$ cat src/rtl/counter_x_multi_if.sv
`default_nettype none
// ============================================================================
// Module  : counter_x_multi_if
// Brief   : Register bus between the MIO host and the counter peripheral.
// Revision: 1.0
// ============================================================================
interface counter_x_multi_if;
    logic        we;
    logic [2:0]  sel;
    logic [1:0]  reg_sel;
    logic [31:0] wdata;
    logic [31:0] rdata;
    logic        irq;

    modport master (output we, sel, reg_sel, wdata, input rdata, irq);
    modport slave  (input we, sel, reg_sel, wdata, output rdata, irq);
endinterface
`default_nettype wire

$ cat src/rtl/counter_x_multi.sv
`default_nettype none
// ============================================================================
// Module  : counter_x_multi
// Brief   : CH_NUM tick-driven down-counters (one-shot / auto-reload / square)
// Revision: 1.0
// ============================================================================
module counter_x_multi #(
    parameter int CH_NUM = 4,
    parameter int CNT_W  = 32
) (
    input  wire logic              clk,
    input  wire logic              rst_n,
    input  wire logic [CH_NUM-1:0] tick_i,
    output logic      [CH_NUM-1:0] cnt_out_o,
    counter_x_multi_if.slave       bus_if
);
    localparam logic [1:0]       C_REG_LOAD   = 2'b00;
    localparam logic [1:0]       C_REG_CTRL   = 2'b01;
    localparam logic [1:0]       C_REG_STATUS = 2'b10;
    localparam logic [1:0]       C_REG_COUNT  = 2'b11;
    localparam logic [1:0]       C_MODE_AUTO  = 2'b01;
    localparam logic [1:0]       C_MODE_SQR   = 2'b10;
    localparam logic [CNT_W-1:0] C_ONE        = CNT_W'(1);

    logic [CH_NUM-1:0] tick_s1_q, tick_s2_q, tick_s3_q;
    logic [CH_NUM-1:0] event_w;
    logic              sel_ok_w;
    logic              wr_ok_w;
    logic              irq_q;

    logic [CH_NUM-1:0][CNT_W-1:0] load_w;
    logic [CH_NUM-1:0][CNT_W-1:0] count_w;
    logic [CH_NUM-1:0][3:0]       ctrl_w;
    logic [CH_NUM-1:0]            status_w;
    logic [CH_NUM-1:0]            irq_en_w;
    logic [31:0]                  rdata_w;

    // s1/s2 resynchronise the async tick; s3 only serves edge detection
    always_ff @(posedge clk or negedge rst_n) begin
        if (!rst_n) begin
            tick_s1_q <= '0;
            tick_s2_q <= '0;
            tick_s3_q <= '0;
        end else begin
            tick_s1_q <= tick_i;
            tick_s2_q <= tick_s1_q;
            tick_s3_q <= tick_s2_q;
        end
    end

    assign event_w  = tick_s2_q & ~tick_s3_q;
    assign sel_ok_w = ({1'b0, bus_if.sel} < 4'(CH_NUM));
    assign wr_ok_w  = bus_if.we & sel_ok_w;

    generate
        for (genvar g = 0; g < CH_NUM; g++) begin : g_ch
            logic [CNT_W-1:0] count_q, count_d, load_q, load_d;
            logic [3:0]       ctrl_q, ctrl_d;
            logic             status_q, status_d, out_q, out_d;
            logic             wr_ch_w;

            assign wr_ch_w = wr_ok_w && (bus_if.sel == 3'(g));

            always_comb begin
                count_d  = count_q;
                load_d   = load_q;
                ctrl_d   = ctrl_q;
                status_d = status_q;
                out_d    = out_q;
                if (ctrl_q[2:1] == C_MODE_AUTO) begin
                    out_d = 1'b0;
                end
                // Clear first so a coincident terminal event re-sets the flag
                if (wr_ch_w && bus_if.reg_sel == C_REG_STATUS && bus_if.wdata[0]) begin
                    status_d = 1'b0;
                end
                if (wr_ch_w && bus_if.reg_sel == C_REG_LOAD) begin
                    load_d  = bus_if.wdata[CNT_W-1:0];
                    count_d = bus_if.wdata[CNT_W-1:0];
                    out_d   = 1'b0;
                end else if (wr_ch_w && bus_if.reg_sel == C_REG_CTRL) begin
                    ctrl_d = bus_if.wdata[3:0];
                end else if (event_w[g] && ctrl_q[0]) begin
                    if (count_q > C_ONE) begin
                        count_d = count_q - C_ONE;
                    end else if (count_q == C_ONE) begin
                        status_d = 1'b1;
                        case (ctrl_q[2:1])
                            C_MODE_AUTO: begin
                                count_d = load_q;
                                out_d   = 1'b1;
                            end
                            C_MODE_SQR: begin
                                count_d = load_q;
                                out_d   = ~out_q;
                            end
                            default: begin
                                count_d   = '0;
                                out_d     = 1'b1;
                                ctrl_d[0] = 1'b0;
                            end
                        endcase
                    end
                end
            end

            always_ff @(posedge clk or negedge rst_n) begin
                if (!rst_n) begin
                    count_q  <= '0;
                    load_q   <= '0;
                    ctrl_q   <= '0;
                    status_q <= 1'b0;
                    out_q    <= 1'b0;
                end else begin
                    count_q  <= count_d;
                    load_q   <= load_d;
                    ctrl_q   <= ctrl_d;
                    status_q <= status_d;
                    out_q    <= out_d;
                end
            end

            assign load_w[g]    = load_q;
            assign count_w[g]   = count_q;
            assign ctrl_w[g]    = ctrl_q;
            assign status_w[g]  = status_q;
            assign irq_en_w[g]  = ctrl_q[3];
            assign cnt_out_o[g] = out_q;
        end
    endgenerate

    always_ff @(posedge clk or negedge rst_n) begin
        if (!rst_n) begin
            irq_q <= 1'b0;
        end else begin
            irq_q <= |(status_w & irq_en_w);
        end
    end

    always_comb begin
        rdata_w = '0;
        for (int k = 0; k < CH_NUM; k++) begin
            if (sel_ok_w && bus_if.sel == k[2:0]) begin
                case (bus_if.reg_sel)
                    C_REG_LOAD:   rdata_w = 32'(load_w[k]);
                    C_REG_CTRL:   rdata_w = {28'd0, ctrl_w[k]};
                    C_REG_STATUS: rdata_w = {31'd0, status_w[k]};
                    C_REG_COUNT:  rdata_w = 32'(count_w[k]);
                    default:      rdata_w = '0;
                endcase
            end
        end
    end

    assign bus_if.rdata = rdata_w;
    assign bus_if.irq   = irq_q;
endmodule
`default_nettype wire

$ cat src/flat_wrapper.sv
// flat-port wrapper written by rule: the top's interface ports become plain ports
module counter_x_multi_flat 
#(
    parameter int CH_NUM = 4,
    parameter int CNT_W  = 32
)
  (clk, rst_n, tick_i, cnt_out_o, bus_if_we, bus_if_sel, bus_if_reg_sel, bus_if_wdata, bus_if_rdata, bus_if_irq);
  counter_x_multi_if bus_if_i ();
  input  wire logic clk;
  input  wire logic rst_n;
  input  wire logic [CH_NUM-1:0] tick_i;
  output logic      [CH_NUM-1:0] cnt_out_o;
  input wire logic [$bits(bus_if_i.we)-1:0] bus_if_we;
  input wire logic [$bits(bus_if_i.sel)-1:0] bus_if_sel;
  input wire logic [$bits(bus_if_i.reg_sel)-1:0] bus_if_reg_sel;
  input wire logic [$bits(bus_if_i.wdata)-1:0] bus_if_wdata;
  output wire logic [$bits(bus_if_i.rdata)-1:0] bus_if_rdata;
  output wire logic [$bits(bus_if_i.irq)-1:0] bus_if_irq;
  assign bus_if_i.we = bus_if_we;
  assign bus_if_i.sel = bus_if_sel;
  assign bus_if_i.reg_sel = bus_if_reg_sel;
  assign bus_if_i.wdata = bus_if_wdata;
  assign bus_if_rdata = bus_if_i.rdata;
  assign bus_if_irq = bus_if_i.irq;
  counter_x_multi #(.CH_NUM(CH_NUM), .CNT_W(CNT_W)) u_core (.clk(clk), .rst_n(rst_n), .tick_i(tick_i), .cnt_out_o(cnt_out_o), .bus_if(bus_if_i));
endmodule
$ cat config.mk
export PLATFORM = sky130hd
export DESIGN_NAME = counter_x_multi_flat
export DESIGN_NICKNAME = d
export VERILOG_FILES = /design/src/rtl/counter_x_multi_if.sv /design/src/rtl/counter_x_multi.sv /design/src/flat_wrapper.sv
export SDC_FILE = /design/constraint.sdc
export NUM_CORES = 1
export LEC_CHECK = 0
export BUFFER_PORTS_ARGS = -buffer_cell sky130_fd_sc_hd__buf_2
export CORE_ASPECT_RATIO = 2
export CORE_MARGIN = 2
export CORE_UTILIZATION = 47
export CTS_BUF_LIST = sky130_fd_sc_hd__clkbuf_4 sky130_fd_sc_hd__clkbuf_8
export CTS_CLUSTER_DIAMETER = 50
export DETAILED_ROUTE_END_ITERATION = 16
export HOLD_SLACK_MARGIN = 0.02
export SETUP_SLACK_MARGIN = 0.5
export SLEW_MARGIN = 20
export SYNTH_ARGS = -nofsm -noshare
export SYNTH_HDL_FRONTEND = slang
export SYNTH_SLANG_ARGS = --single-unit
$ cat constraint.sdc
create_clock -name clk -period 3.2 [get_ports clk]
set_clock_uncertainty 0.2 [all_clocks]
set_input_delay 0 -clock clk [delete_from_list [all_inputs] [get_ports clk]]
set_output_delay 0 -clock clk [all_outputs]
set_load 0.05 [all_outputs]
==> reports/results.ini <==
[route]
vias_per_cell=6.68
wl_met1_um=26900
vias=19500
wl_met2_um=39900
dr.pass1.iters=6
drc=0
ant_nets=0
maxUsedRoutingLayer=met5
wl_met3_um=6030
drt_iter0_markers=1854
routedWlPerCell_um=28.1
drt_wl_total_um=82300

[logic_synthesis]
yosys-top-cells-count=nand2_1 (490), dfrtp_1 (293), o21ai_0 (171)
synthSimpleGateAreaFrac_pct=24.1
synth.top_cells.by_area=dfrtp_1 (41%), nand2_1 (10%), o21ai_0 (4.8%)
ys_warn_count=0
synth_xor_area_share_pct=3.42
synth-seq-area-share_pct=41.4
yosys.area.top_type=dfrtp_1
synth_area_um2=17700
synth_seq_cells=293
synth.most_common_cell=nand2_1
synthMuxAreaShare_pct=1.44
synth_edf_count=0
synth_compound_area_share_pct=23.8
syn_area_per_cell_um2=8.10
synth_top_area_share_pct=41.4
ys_types=77
synth_ff_type=dfrtp_1
syn_nets=2245
synth_top_family_by_area=simple AND/OR/NAND/NOR gates
synth_fa_ha_area_share_pct=1.13
synth-async-reset-ratio_pct=100
syn_inst=2185

[finish]
layout.nets=2489
num-fill-cells=3253
areaGrowthSynthToFinish_pct=29.8
fin_area_um2=23000
drive_above_1_share_pct=23.9
post-route-util_pct=61.8

[sta]
fin_crit_sh_pct=92.0
slew_headroom_pct=33.9
layout_setup_ws_ps=254
fin_crit_ps=2950
hold_viol_final=0
setup_violations=0
slew_violations=0
rsz0062_at_grt=true
fmax_ghz=0.339
worst_slew_pin_slew_ps=987
finalSetupTns_ps=0

[worst_setup_path]
cp.arrival_ps=3200
r2r_slack_ps=250
path_cells=or4_4 -> or4_4 -> buf_12 -> nor3_4 -> buf_6 -> buf_16 -> o211ai_1 -> o211ai_1 -> o21ai_0
critPathCaptureType=register
critPathKind=reg2reg
slowest_delay_ps=600
crit_fanout=6
cp.required_ps=3450
start_kind=register
cp_slowest_cell=or4_4

[status]
status=complete, no violations

[floorplanning]
die_h_um=278
die_x_um=141
std_cell_rows=100
ios=81
core_um2=37200
die_area_um2=39300
initial_core_util_pct=47.6

[placement]
place_area_um2=19400
post-place-ws_ps=46.0
portBuffers=80
gp_congestion=1.02
dp_hpwl_um=54500

[grt]
first_global_vias=19100
antenna_found_initial=6
grt-ovfl-total=0
grt.total_usage_pct=40.1
grt_max_degree=74
grt_first_pass_wirelength_um=118000

[power_and_ir_drop]
power.total_w=0.0145
leakage_nw=9.87
peakVddDrop_mv=0.442
power_density_nw_per_um2=630

[clock_tree]
cts_max_level=2
insertion_delay_ps=620
cts_sinks=293
root_buffer=clkbuf_8
clk_pin_slew_ps=70
tritoncts=built
clock_path_buffers=3
cts_made_buffers=47

[min_path]
hold_path.class=in2reg

[job]
drv_cap=0

## flip-flops by register name, indices dropped and copies added (netlist names)
name / flops
u_core.tick_s2_q: 4
u_core.g_ch.ctrl_q: 16
u_core.g_ch.count_q: 128
u_core.g_ch.load_q: 128
u_core.g_ch.out_q: 4
u_core.tick_s1_q: 4
u_core.tick_s3_q: 4
u_core.bus_if.irq: 1
u_core.g_ch.status_q: 4
## metrics by stage
| step | hold slack, ps | cells |
|---|---|---|
| after detailed placement | -183 | 2688 |
| after floorplan | -496 | 2185 |
| final | 62.2 | 2925 |
| after global placement | -186 | 2688 |
| after CTS | 20.9 | 2876 |
| after global routing | 71.2 | 2924 |
## layout make-up
class                   instances  area (µm²)  share of cell area [%]
diodes                          2        5.00                  0.0218
well taps                     459         574                    2.50
clock inverters                11        61.3                   0.267
inverters                      27         101                   0.441
multi-input cells            1690       10500                    45.9
flip-flops and latches        293        7350                    32.0
clock buffers                  73         923                    4.02
repair buffers                370        3400                    14.8
## where the power goes
group,internal [W],total [W],switching [W]
Clock,0.00184,0.00350,0.00167
Sequential,0.00461,0.00600,0.00140
Combinational,0.00213,0.00496,0.00283
Total,0.00857,0.0145,0.00589
## cells in the final DEF, fill, tap and decap left out, types with 11 or more instances in the layout
cell           count
o22a_1            29
o21ai_2           12
clkbuf_8          60
xor2_1            28
buf_6             20
a22oi_1          114
nor3_2            13
mux2i_1           12
nor2_1           143
nor4_2            12
buf_4            166
nor2_4            22
o211ai_1          11
nand3_1           52
o21ai_1           23
dfrtp_1          279
o221ai_1          27
buf_2             81
a311oi_1          11
nor3_1            46
dfrtp_2           14
a21oi_1           70
nor4_1            23
a211o_1           16
nor4_4            11
buf_12            27
xnor2_1           41
o21ai_0          138
nand2_1          481
clkbuf_4          14
a221oi_1          11
a31oi_1           60
inv_1             22
dlygate4sd3_1     58
a22o_1            12
nand3b_1          11
and3_1            22
or4_4             13
a21oi_2           11
ha_1              12
## kinds of logic after synthesis
family,count (synthesis)
AOI/OAI and AO/OA,634
buffers and inverters,208
muxes,20
and+or+nand+nor,945
xor gates and xnor gates,69
DFF,293
adders and majority gates,16
## repair_timing
item,4_1_cts,5_1_grt
setup buffers,34,37
resized for setup,126,141
hold buffers,58,1
pin swaps,45,56
cloned,12,9
endpoints found under the hold margin,573,1
endpoints found under the setup margin,119,133
## worst max-delay path: cells and delay by family (launching register included)
kind / cells / cell delay (ps)
compound gates: 3 / 330
flops: 1 / 380
simple gates: 3 / 1360
buf+inv: 3 / 500
## metal layers
metal,vias to the layer above,track usage [%]
met5,-,0
met4,2,33.9
met3,421,7.17
met2,1172,68.1
met1,9543,42.6
li1,8410,-
## final timing paths
path,cells past startpoint,startpoint,to
worst max-delay path,9,u_core.g_ch[0].count_q[22]$_DFFE_PN0P_,u_core.g_ch[0].count_q[1]$_DFFE_PN0P_
worst min-delay path,4,bus_if_sel[0],u_core.g_ch[1].status_q$_DFF_PN0_
min in group asynchronous,4,rst_n,u_core.g_ch[1].count_q[13]$_DFFE_PN0P_
max in group asynchronous,4,rst_n,u_core.g_ch[2].count_q[11]$_DFFE_PN0P_
worst min register to register,0,u_core.tick_s1_q[3]$_DFF_PN0_,u_core.tick_s2_q[3]$_DFF_PN0_
worst max register to register,9,u_core.g_ch[0].count_q[22]$_DFFE_PN0P_,u_core.g_ch[0].count_q[1]$_DFFE_PN0P_
(Power assumes the default switching activity.)
